==> src/rtl/fighter_pkg.sv <==
// Shared encodings for the fighter animation controller, sprite mux and hitbox logic.
package fighter_pkg;

  typedef enum logic [1:0] {
    ST_STAND  = 2'd0,
    ST_WALK   = 2'd1,
    ST_ATTACK = 2'd2,
    ST_HIT    = 2'd3
  } anim_state_e;

  typedef enum logic [2:0] {
    SPR_STAND = 3'd0,
    SPR_WALK  = 3'd1,
    SPR_PUNCH = 3'd2,
    SPR_KICK  = 3'd3,
    SPR_HIT   = 3'd4
  } sprite_e;

  typedef enum logic {
    KIND_PUNCH = 1'b0,
    KIND_KICK  = 1'b1
  } atk_kind_e;

  localparam int unsigned HOLD_W  = 4;
  localparam int unsigned FRAME_W = 2;

  function automatic sprite_e sprite_of(input anim_state_e st, input atk_kind_e kind);
    sprite_of = SPR_STAND;
    case (st)
      ST_STAND:  sprite_of = SPR_STAND;
      ST_WALK:   sprite_of = SPR_WALK;
      ST_ATTACK: sprite_of = (kind == KIND_KICK) ? SPR_KICK : SPR_PUNCH;
      ST_HIT:    sprite_of = SPR_HIT;
    endcase
  endfunction

endpackage

==> src/rtl/fighter_anim_ctrl_if.sv <==
// Player-input and animation-status bundle between the game logic and the animation controller.
interface fighter_anim_ctrl_if;
  import fighter_pkg::*;

  logic                 frame_tick;
  logic                 walk_req;
  logic                 atk_req;
  atk_kind_e            atk_kind;
  logic                 hit_in;
  anim_state_e          anim_state;
  sprite_e              sprite_id;
  logic [FRAME_W-1:0]   frame_idx;
  logic                 attack_active;
  logic                 atk_ready;

  modport master (
    output frame_tick, walk_req, atk_req, atk_kind, hit_in,
    input  anim_state, sprite_id, frame_idx, attack_active, atk_ready
  );

  modport slave (
    input  frame_tick, walk_req, atk_req, atk_kind, hit_in,
    output anim_state, sprite_id, frame_idx, attack_active, atk_ready
  );
endinterface

==> src/rtl/anim_frame_counter.sv <==
// Hold counter (frame_ticks per frame) cascaded into the frame index of the current animation.
module anim_frame_counter
  import fighter_pkg::*;
#(
  parameter int unsigned FRAME_HOLD = 4
) (
  input  logic               vga_clk,
  input  logic               reset_n,
  input  logic               tick,
  input  logic               clear,
  input  logic [FRAME_W-1:0] last_frame,
  output logic [FRAME_W-1:0] frame_idx,
  output logic               wrap
);

  localparam logic [HOLD_W-1:0] HOLD_LAST = HOLD_W'(FRAME_HOLD - 1);

  logic [HOLD_W-1:0]  hold_q, hold_d;
  logic [FRAME_W-1:0] frame_q, frame_d;

  // wrap marks the tick on which the current frame's hold expires
  assign wrap      = tick && (hold_q == HOLD_LAST);
  assign frame_idx = frame_q;

  always_ff @(posedge vga_clk or negedge reset_n) begin
    if (!reset_n) begin
      hold_q  <= '0;
      frame_q <= '0;
    end else begin
      hold_q  <= hold_d;
      frame_q <= frame_d;
    end
  end

  always_comb begin
    hold_d  = hold_q;
    frame_d = frame_q;
    if (clear) begin
      hold_d  = '0;
      frame_d = '0;
    end else if (wrap) begin
      hold_d  = '0;
      frame_d = (frame_q == last_frame) ? '0 : frame_q + 1'b1;
    end else if (tick) begin
      hold_d  = hold_q + 1'b1;
    end
  end

endmodule

==> src/rtl/fighter_anim_ctrl.sv <==
// Fighter animation state machine: stand/walk/attack/hitstun driven by per-video-frame ticks.
module fighter_anim_ctrl
  import fighter_pkg::*;
#(
  parameter int unsigned FRAME_HOLD  = 4,
  parameter int unsigned WALK_FRAMES = 4,
  parameter int unsigned ATK_FRAMES  = 3,
  parameter int unsigned HIT_FRAMES  = 2
) (
  input  logic                vga_clk,
  input  logic                reset_n,
  fighter_anim_ctrl_if.slave  bus
);

  localparam logic [FRAME_W-1:0] WALK_LAST = FRAME_W'(WALK_FRAMES - 1);
  localparam logic [FRAME_W-1:0] ATK_LAST  = FRAME_W'(ATK_FRAMES - 1);
  localparam logic [FRAME_W-1:0] HIT_LAST  = FRAME_W'(HIT_FRAMES - 1);

  anim_state_e        state_q, state_d;
  logic               atk_pend_q, atk_pend_d;
  atk_kind_e          pend_kind_q, pend_kind_d;
  atk_kind_e          cur_kind_q, cur_kind_d;
  logic               hit_pend_q, hit_pend_d;

  logic [FRAME_W-1:0] frame_idx;
  logic [FRAME_W-1:0] last_frame;
  logic               hold_wrap;
  logic               cnt_clear;

  logic               atk_ready, atk_take, atk_eff, hit_eff;
  atk_kind_e          kind_eff;
  logic               attack_end, hit_end, idle_state;

  anim_frame_counter #(
    .FRAME_HOLD (FRAME_HOLD)
  ) u_cnt (
    .vga_clk    (vga_clk),
    .reset_n    (reset_n),
    .tick       (bus.frame_tick),
    .clear      (cnt_clear),
    .last_frame (last_frame),
    .frame_idx  (frame_idx),
    .wrap       (hold_wrap)
  );

  // A request arriving on the tick cycle itself is folded into the pending view
  assign idle_state = (state_q == ST_STAND) || (state_q == ST_WALK);
  assign atk_ready  = (idle_state || (state_q == ST_ATTACK && frame_idx == ATK_LAST)) && !atk_pend_q;
  assign atk_take   = bus.atk_req && atk_ready;
  assign atk_eff    = atk_pend_q || atk_take;
  assign kind_eff   = atk_take ? bus.atk_kind : pend_kind_q;
  assign hit_eff    = hit_pend_q || bus.hit_in;
  assign attack_end = (state_q == ST_ATTACK) && (frame_idx == ATK_LAST) && hold_wrap;
  assign hit_end    = (state_q == ST_HIT) && (frame_idx == HIT_LAST) && hold_wrap;

  always_comb begin
    last_frame = '0;
    case (state_q)
      ST_STAND:  last_frame = '0;
      ST_WALK:   last_frame = WALK_LAST;
      ST_ATTACK: last_frame = ATK_LAST;
      ST_HIT:    last_frame = HIT_LAST;
    endcase
  end

  always_ff @(posedge vga_clk or negedge reset_n) begin
    if (!reset_n) begin
      state_q     <= ST_STAND;
      atk_pend_q  <= 1'b0;
      pend_kind_q <= KIND_PUNCH;
      cur_kind_q  <= KIND_PUNCH;
      hit_pend_q  <= 1'b0;
    end else begin
      state_q     <= state_d;
      atk_pend_q  <= atk_pend_d;
      pend_kind_q <= pend_kind_d;
      cur_kind_q  <= cur_kind_d;
      hit_pend_q  <= hit_pend_d;
    end
  end

  always_comb begin
    state_d     = state_q;
    atk_pend_d  = atk_eff;
    pend_kind_d = kind_eff;
    cur_kind_d  = cur_kind_q;
    hit_pend_d  = hit_eff;
    cnt_clear   = 1'b0;
    if (bus.frame_tick) begin
      hit_pend_d = 1'b0;
      if (hit_eff) begin
        state_d    = ST_HIT;
        atk_pend_d = 1'b0;
        cnt_clear  = 1'b1;
      end else if (atk_eff && (idle_state || attack_end)) begin
        state_d    = ST_ATTACK;
        cur_kind_d = kind_eff;
        atk_pend_d = 1'b0;
        cnt_clear  = 1'b1;
      end else begin
        case (state_q)
          ST_STAND: if (bus.walk_req) begin
            state_d   = ST_WALK;
            cnt_clear = 1'b1;
          end
          ST_WALK: if (!bus.walk_req) begin
            state_d   = ST_STAND;
            cnt_clear = 1'b1;
          end
          ST_ATTACK: if (attack_end) begin
            state_d   = bus.walk_req ? ST_WALK : ST_STAND;
            cnt_clear = 1'b1;
          end
          ST_HIT: if (hit_end) begin
            state_d   = bus.walk_req ? ST_WALK : ST_STAND;
            cnt_clear = 1'b1;
          end
        endcase
      end
    end
  end

  always_comb begin
    bus.anim_state    = state_q;
    bus.sprite_id     = sprite_of(state_q, cur_kind_q);
    bus.frame_idx     = frame_idx;
    bus.attack_active = (state_q == ST_ATTACK) && (frame_idx == FRAME_W'(1));
    bus.atk_ready     = atk_ready;
  end

endmodule

==> src/flat_wrapper.sv <==
// flat-port wrapper written by rule: the top's interface ports become plain ports
module fighter_anim_ctrl_flat import fighter_pkg::*;
#(
  parameter int unsigned FRAME_HOLD  = 4,
  parameter int unsigned WALK_FRAMES = 4,
  parameter int unsigned ATK_FRAMES  = 3,
  parameter int unsigned HIT_FRAMES  = 2
)
  (vga_clk, reset_n, bus_frame_tick, bus_walk_req, bus_atk_req, bus_atk_kind, bus_hit_in, bus_anim_state, bus_sprite_id, bus_frame_idx, bus_attack_active, bus_atk_ready);
  fighter_anim_ctrl_if bus_i ();
  input  logic vga_clk;
  input  logic reset_n;
  input wire logic [$bits(bus_i.frame_tick)-1:0] bus_frame_tick;
  input wire logic [$bits(bus_i.walk_req)-1:0] bus_walk_req;
  input wire logic [$bits(bus_i.atk_req)-1:0] bus_atk_req;
  input wire logic [$bits(bus_i.atk_kind)-1:0] bus_atk_kind;
  input wire logic [$bits(bus_i.hit_in)-1:0] bus_hit_in;
  output wire logic [$bits(bus_i.anim_state)-1:0] bus_anim_state;
  output wire logic [$bits(bus_i.sprite_id)-1:0] bus_sprite_id;
  output wire logic [$bits(bus_i.frame_idx)-1:0] bus_frame_idx;
  output wire logic [$bits(bus_i.attack_active)-1:0] bus_attack_active;
  output wire logic [$bits(bus_i.atk_ready)-1:0] bus_atk_ready;
  assign bus_i.frame_tick = bus_frame_tick;
  assign bus_i.walk_req = bus_walk_req;
  assign bus_i.atk_req = bus_atk_req;
  assign bus_i.atk_kind = bus_atk_kind;
  assign bus_i.hit_in = bus_hit_in;
  assign bus_anim_state = bus_i.anim_state;
  assign bus_sprite_id = bus_i.sprite_id;
  assign bus_frame_idx = bus_i.frame_idx;
  assign bus_attack_active = bus_i.attack_active;
  assign bus_atk_ready = bus_i.atk_ready;
  fighter_anim_ctrl #(.FRAME_HOLD(FRAME_HOLD), .WALK_FRAMES(WALK_FRAMES), .ATK_FRAMES(ATK_FRAMES), .HIT_FRAMES(HIT_FRAMES)) u_core (.vga_clk(vga_clk), .reset_n(reset_n), .bus(bus_i));
endmodule
==> config.mk <==
export PLATFORM = sky130hd
export DESIGN_NAME = fighter_anim_ctrl_flat
export DESIGN_NICKNAME = d
export VERILOG_FILES = /design/src/rtl/fighter_pkg.sv /design/src/rtl/fighter_anim_ctrl_if.sv /design/src/rtl/anim_frame_counter.sv /design/src/rtl/fighter_anim_ctrl.sv /design/src/flat_wrapper.sv
export SDC_FILE = /design/constraint.sdc
export NUM_CORES = 1
export LEC_CHECK = 0
export CAP_MARGIN = 40
export CELL_PAD_IN_SITES_DETAIL_PLACEMENT = 1
export CELL_PAD_IN_SITES_GLOBAL_PLACEMENT = 2
export CORE_ASPECT_RATIO = 0.6
export CORE_MARGIN = 8
export CORE_UTILIZATION = 30
export CTS_BUF_LIST = sky130_fd_sc_hd__clkbuf_8
export DETAILED_ROUTE_END_ITERATION = 12
export GPL_ROUTABILITY_DRIVEN = 0
export PLACE_DENSITY = 0.81
export SETUP_SLACK_MARGIN = 0.2
export SLEW_MARGIN = 25
export SYNTH_ARGS = -nofsm -noshare
export SYNTH_HDL_FRONTEND = slang
export SYNTH_HIERARCHICAL = 1
export SYNTH_SLANG_ARGS = --single-unit
export TNS_END_PERCENT = 5
==> constraint.sdc <==
create_clock -name vga_clk -period 2.2 [get_ports vga_clk]
set_input_delay 0.44 -clock vga_clk [delete_from_list [all_inputs] [get_ports vga_clk]]
set_output_delay 0.44 -clock vga_clk [all_outputs]
set_load 0.01 [all_outputs]
# After elaboration in Yosys (flattened, before gate mapping)
# Cells that the tools add are included.
# word_totals
ff_bits	12
in_bits	7
out_inout_bits	9
wordCells	71
# classes
n_addsub	2
eq_ne	11
mux	30
bitwise	1
n_reduce_logical	20
# ops
cell	count
two-way mux 2 bit	9
case mux 2 bit (4 select lines)	2
two-way mux 1 bit	14
two-way mux 4 bit	3
case mux 3 bit (4 select lines)	1
logical AND 1 bit	9
!= test 4 x 2 -> 1 bit (second input constant)	2
!= test 4 x 3 -> 1 bit (second input constant)	2
equality test 2 bit (second input constant)	3
logical OR 1 bit	5
AND reduction 5 bit	1
adder 4 x 1 -> 4 bit (second input constant)	1
equality test 2 x 1 -> 1 bit (second input constant)	2
equality test 4 x 2 -> 1 bit (second input constant)	1
case mux 1 bit (4 select lines)	1
AND reduction 3 bit	1
nonzero test 3 bit	1
adder 2 x 1 -> 2 bit (second input constant)	1
equality test 2 bit	1
zero test 2 bit	1
nonzero test 2 bit	1
zero test 1 bit	1
NOT 1 bit	1

# Logic depth before layout (Yosys ltp)
# Gate-level depths: netlist (run 1).
# depth
ltp_word	11
mapped_depth	9
mapped_depth_nobuf	9

# Hierarchy
# The synthesis (run 1) kept the hierarchy.
# modules_own_cells
mod	n_inst	cells_per_inst	area_per_inst_um2	seq_area_each_um2
fighter_anim_ctrl	1	57	559.3	150.1
anim_frame_counter	1	34	339.1	150.1

# Worst setup path after synthesis (run 1)
# Ideal clock, no wire load.
# synth_timing
path_kind	reg-to-reg
from	register u_core.state_q[0], in the netlist u_core/bus.anim_state[0]
to	register u_core.u_cnt.frame_q[1], in the netlist u_core/u_cnt/frame_idx[1]
setup_time_ns	0.065
arrival_time_ns	2.341
required_ns	2.135
slack_ns	-0.206
stages_incl_launch_ff	10
n_path_buf	0
period_less_slack_ns	2.406
cell_sequence	dfrtp_1 -> inv_1 -> ha_1 -> and4b_1 -> o32a_4 -> o31ai_4 -> o21ai_1 -> or3b_1 -> o32ai_1 -> a31o_1
# synth_between
elab_chain_len	11
word_cells_on_any_way	27
cone_classes	eq/ne (4); mux (10); reduce/logical (13)
# synth_rtl
item	line_no	text
from (decl)	fighter_anim_ctrl.sv:19	anim_state_e state_q, state_d;
from (signal assigned)	fighter_anim_ctrl.sv:74	state_q <= state_d;
parallel branches: the longest is 7 deep, another holds case mux 1 bit (4 select lines)	n/a	
two-way mux 1 bit *	fighter_anim_ctrl.sv:95	end else if (atk_eff && (idle_state || attack_end)) begin
two-way mux 1 bit *	fighter_anim_ctrl.sv:91	if (hit_eff) begin
two-way mux 1 bit *	fighter_anim_ctrl.sv:89	if (bus.frame_tick) begin
named net u_core.cnt_clear	fighter_anim_ctrl.sv:28	logic cnt_clear;
two-way mux 2 bit / nonzero test 2 bit (equally long branches)	n/a	
to (signal assigned)	anim_frame_counter.sv:31	frame_q <= frame_d;
to (decl)	anim_frame_counter.sv:19	logic [FRAME_W-1:0] frame_q, frame_d;
# Mark *: on every way through the listed nets, which the timed path passes. The select of a mux whose other input is x is not followed.
# A chain may end at the register's enable or synchronous reset.

# Worst setup path after layout (run 1)
# layout_timing
from	register u_core.u_cnt.hold_q[1]
to	register u_core.u_cnt.frame_q[1], in the netlist u_core/u_cnt/frame_idx[1]
# layout_between
elab_chain_len	9
word_cells_on_any_way	14
cone_classes	eq/ne (1); mux (7); reduce/logical (6)
# layout_rtl
item	line_no	text
from (decl)	anim_frame_counter.sv:18	logic [HOLD_W-1:0] hold_q, hold_d;
from (signal assigned)	anim_frame_counter.sv:30	hold_q <= hold_d;
equality test 4 x 2 -> 1 bit *	anim_frame_counter.sv:22	assign wrap = tick && (hold_q == HOLD_LAST);
logical AND 1 bit *	anim_frame_counter.sv:22	
named net u_core.hold_wrap	fighter_anim_ctrl.sv:27	logic hold_wrap;
logical AND 1 bit (on tied branches)	fighter_anim_ctrl.sv:54, fighter_anim_ctrl.sv:53	
two-way mux 1 bit, or another cell as far along	fighter_anim_ctrl.sv:114	ST_HIT: if (hit_end) begin
case mux 1 bit (4 select lines) / logical AND 1 bit (equally long branches)	fighter_anim_ctrl.sv:101, fighter_anim_ctrl.sv:95	
two-way mux 1 bit *	fighter_anim_ctrl.sv:95	
two-way mux 1 bit *	fighter_anim_ctrl.sv:91	
two-way mux 1 bit *	fighter_anim_ctrl.sv:89	
named net u_core.cnt_clear	fighter_anim_ctrl.sv:28	
two-way mux 2 bit / nonzero test 2 bit (equally long branches)	n/a	
# Mark *: on every way through the listed nets, which the timed path passes. The rest lies on a longest branch.

==> flow_summary.yaml, run 1 <==
global_routing:
  via_count_of_the_first_global_routing_pass: 954
  global_route.usage.total_pct: 11.8
  grt_antenna_before_repair: 0
  overflow: 0
  first_pass_grt_wire_length_um: 4690
  grt_max_degree: 14
cells_and_area:
  num-nets-final: 149
  layout.cell_area.non_filler_um2: 1360
  fill_cells: 343
  layoutNonFillerInstCount: 177
  area.sequential_um2: 302
  final_antenna_diode_count: 0
  area_growth_syn_to_layout_pct: 50.8
  multiInputGateArea_um2: 603
  finish.utilization_pct: 47.5
  layout-drive-gt1-share_pct: 36.3
cts:
  clk_pin_slew_ns: 0.06
  cts.sink_count: 12
  worst_skew_pair.late_latency_ns: 0.24
  h-tree-depth: 1
  tritoncts: "done"
  cts_buffer_depth: 2
  cts_buffers: 3
  ctsRootBufferMaster: "clkbuf_8"
  cts.hold.buffers_added: 0
timing:
  grt_setup_unrepaired: "yes"
  fmax_ghz: 0.420
  post-route-worst-setup-slack_ns: -0.182
  finalSetupTns_ns: -0.182
  final-hold-violation-count: 0
  setup_viol: 1
  layout_worst_path_cycle_share_pct: 108
  finalWorstPathRequiredPeriod_ns: 2.38
  timing.final.max_slew_violations: 0
  worst_pin_slew_ns: 0.593
  timing.clock.skew_ns: 0.00515
  max_slew_headroom_pct: 60.3
synth:
  netlist.area_leader.share_pct: 33.4
  postSynthNetCount: 104
  synth.avg_cell_area_um2: 9.87
  netlist.top_cell.by_area: "dfrtp_1"
  synth_ff_type: "dfrtp_1"
  postSynthRegisterBits: 12
  netlist_instances: 91
  number_of_enable_type_register_cells_in_the_synthesized_netlist: 0
  synthArstFlopShare_pct: 100
  mappedNetlistArea_um2: 898
  seq_area_frac_synth_pct: 33.4
  synthesis.yosys.warnings: 6
  post_synth_num_cell_types: 37
  synth.top_cells.by_area: "dfrtp_1 33%, ha_1 8.4%, nor2_1 5.0%"
critical_path:
  crit_path_max_fanout: 2
  r2r_start: "u_core/u_cnt/hold_q[1]"
  cp.arrival_ns: 2.55
  timing.critical_path.cells: "ha_2 -> and4bb_4 -> and4b_1 -> o32a_4 -> o31ai_4 -> o21ai_2 -> or3b_1 -> o32ai_2 -> a31o_1"
  regToRegSetupSlack_ns: -0.18
  cp_num_buf_inv: 0
  timing.setup.critical_path_class: "flip-flop to flip-flop"
  critical-path-max-stage-delay_ns: 0.40
  critPathTopFamily: "compound AO/OA/AOI/OAI gates"
  critPathRequiredTime_ns: 2.37
  ff2ff_path_depth: 9
  critical-path-slowest-cell: "or3b_1"
  critical_path.endpoint_type: "flip-flop"
  timing.critical_path.from_type: "flip-flop"
  crit-reg2reg-capture: "u_core/u_cnt/frame_idx[1]"
placed_design:
  dp_hpwl_um: 2160
  place_inst: 169
  io_buffers: 15
  detailed_place.area_um2: 1270
routing:
  routed.top_layer: "met4"
  wl_met1_um: 1410
  drt_pass1_iterations: 4
  finalWirelength_um: 2760
  routed-via-count: 859
  routed_len_inst_um: 15.6
  starting_drt_drc_count: 14
  route.detailed.drc: 0
  detailroute.wirelength.met3_um: 131
  vias_per_cell: 4.85
  met2RoutedLength_um: 1190
  antenna_left: 0
worst_hold_path:
  holdPathEnd: "u_core/pend_kind_q"
  worst_hold_path_type: "flip-flop to flip-flop"
  worst_hold_startpoint: "u_core/pend_kind_q"
  min_path_cells: 1
die:
  fp.dieW_um: 86.6
  pin_count: 16
  floorplan.core_area_um2: 2850
  initial_util_pct: 31.5
  die_area_um2: 5060
  placement_rows: 15
  chipHeight_um: 58.4
job:
  max_cap_viol_count: 0
power:
  power_density_over_cell_area_nw_per_um2: 1010
  peak_supply_drop_uv: 413
  leakage_power_total_nw: 0.653
status:
  violations: "negative setup slack"
  result_of_the_run: "finished with violations"
[synthesized netlist by cell type (3+ instances only)]
library cell  number
a21oi_1            5
nand2_1            6
o21ai_0            5
nor2_1            12
nand3b_1           3
ha_1               6
inv_1              7
dfrtp_1           12
[per-layer routing]
metal	global-route usage, %	up-vias
met5	0	-
met4	3.41	0
met3	4.30	4
met2	18.1	13
met1	15.0	422
li1	-	420
[what timing repair did]
item                                    4_1_cts  5_1_grt
resized for setup                            13        6
pin swaps                                     3        3
buffers inserted                              2        2
endpoints found under the setup margin       11        9
[worst register-to-register path, cell delays in order (launching register included)]
cell and delay, ns:
dfrtp_1 0.38, ha_2 0.20, and4bb_4 0.20, and4b_1 0.20
o32a_4 0.33, o31ai_4 0.22, o21ai_2 0.10, or3b_1 0.40
o32ai_2 0.13, a31o_1 0.15
[worst max path at each step]
stage | startpoint | end | slack (ns) | depth (start not counted)
2_1_floorplan | u_core/u_cnt/hold_q[0] | u_core/u_cnt/frame_idx[1] | -0.11 | 9
3_3_place_gp | bus_frame_tick | u_core/u_cnt/frame_idx[1] | -0.36 | 9
3_5_place_dp | bus_frame_tick | u_core/u_cnt/frame_idx[1] | -0.52 | 9
4_1_cts | u_core/u_cnt/hold_q[0] | u_core/u_cnt/frame_idx[1] | -0.19 | 9
5_1_grt | u_core/u_cnt/hold_q[1] | u_core/u_cnt/frame_idx[1] | -0.24 | 9
6_report | u_core/u_cnt/hold_q[1] | u_core/u_cnt/frame_idx[1] | -0.18 | 9
[cells by family after synthesis]
kind of cell | synth area share [%]
xor gates and xnor gates | 1.95
AOI/OAI and AO/OA | 22.3
muxes | 5.57
DFF | 33.4
and+or+nand+nor | 25.5
adders and majority gates | 8.36
buffers and inverters | 2.93
[report_power, final]
part	total [mW]	internal (mW)	switching, mW
clock	0.206	0.123	0.0830
sequential	0.327	0.282	0.0453
combinational	0.834	0.430	0.405
total	1.37	0.835	0.533
[layout make-up]
type	instances	area share (%)
inverters	7	1.94
clock buffers	3	3.05
repair buffers	40	24.1
well taps	42	3.88
clock inverters	1	0.277
flip-flops and latches	12	22.3
multi-input cells	72	44.5
[through the flow]
step	setup WS [ns]	power [mW]	hold slack (ns)
after detailed placement	-0.521	1.16	0.483
after CTS	-0.186	1.38	0.502
after global routing	-0.243	1.48	0.531
final	-0.182	1.37	0.499
after global placement	-0.360	1.13	0.481
after floorplan	-0.108	0.746	0.144
[flip-flops by register name, summed over array words and instances, names as in the netlist]
signal,flops
u_core/atk_pend_q,1
u_core/bus.anim_state,2
u_core/cur_kind_q,1
u_core/hit_pend_q,1
u_core/pend_kind_q,1
u_core/u_cnt/frame_idx,2
u_core/u_cnt/hold_q,4
[placed cells by master (no fill, tap or decap), drive strengths merged]
cell,count
xor2,2
clkbuf,4
o21ai,7
a21o,1
dfrtp,12
o311ai,1
buf,26
a21oi,5
o21a,1
nor3b,1
dlymetal6s2s,1
nand2b,2
nor2b,1
or2b,1
o32a,1
and4bb,3
nor2,13
and4b,1
nand3b,3
and3b,1
nand4,1
a221oi,1
nand3,2
nand4b,1
a31o,1
clkdlybuf4s50,9
nand2,6
ha,6
o31ai,1
inv,8
a211oi,1
mux2i,2
o2111ai,1
mux2,2
o32ai,1
o211ai,1
or3b,1
dlygate4sd2,3
No activity file was read; power rests on OpenSTA's default activity.
==> run 2: changes to the inputs <==
--- a/config.mk
+++ b/config.mk
@@ -12,6 +12,7 @@
 export CORE_MARGIN = 8
 export CORE_UTILIZATION = 30
 export CTS_BUF_LIST = sky130_fd_sc_hd__clkbuf_8
+export CTS_CLUSTER_SIZE = 24
 export DETAILED_ROUTE_END_ITERATION = 12
 export GPL_ROUTABILITY_DRIVEN = 0
 export PLACE_DENSITY = 0.81
==> results of run 2 <==
Final layout, timing and power as in run 1 (identical DEF).
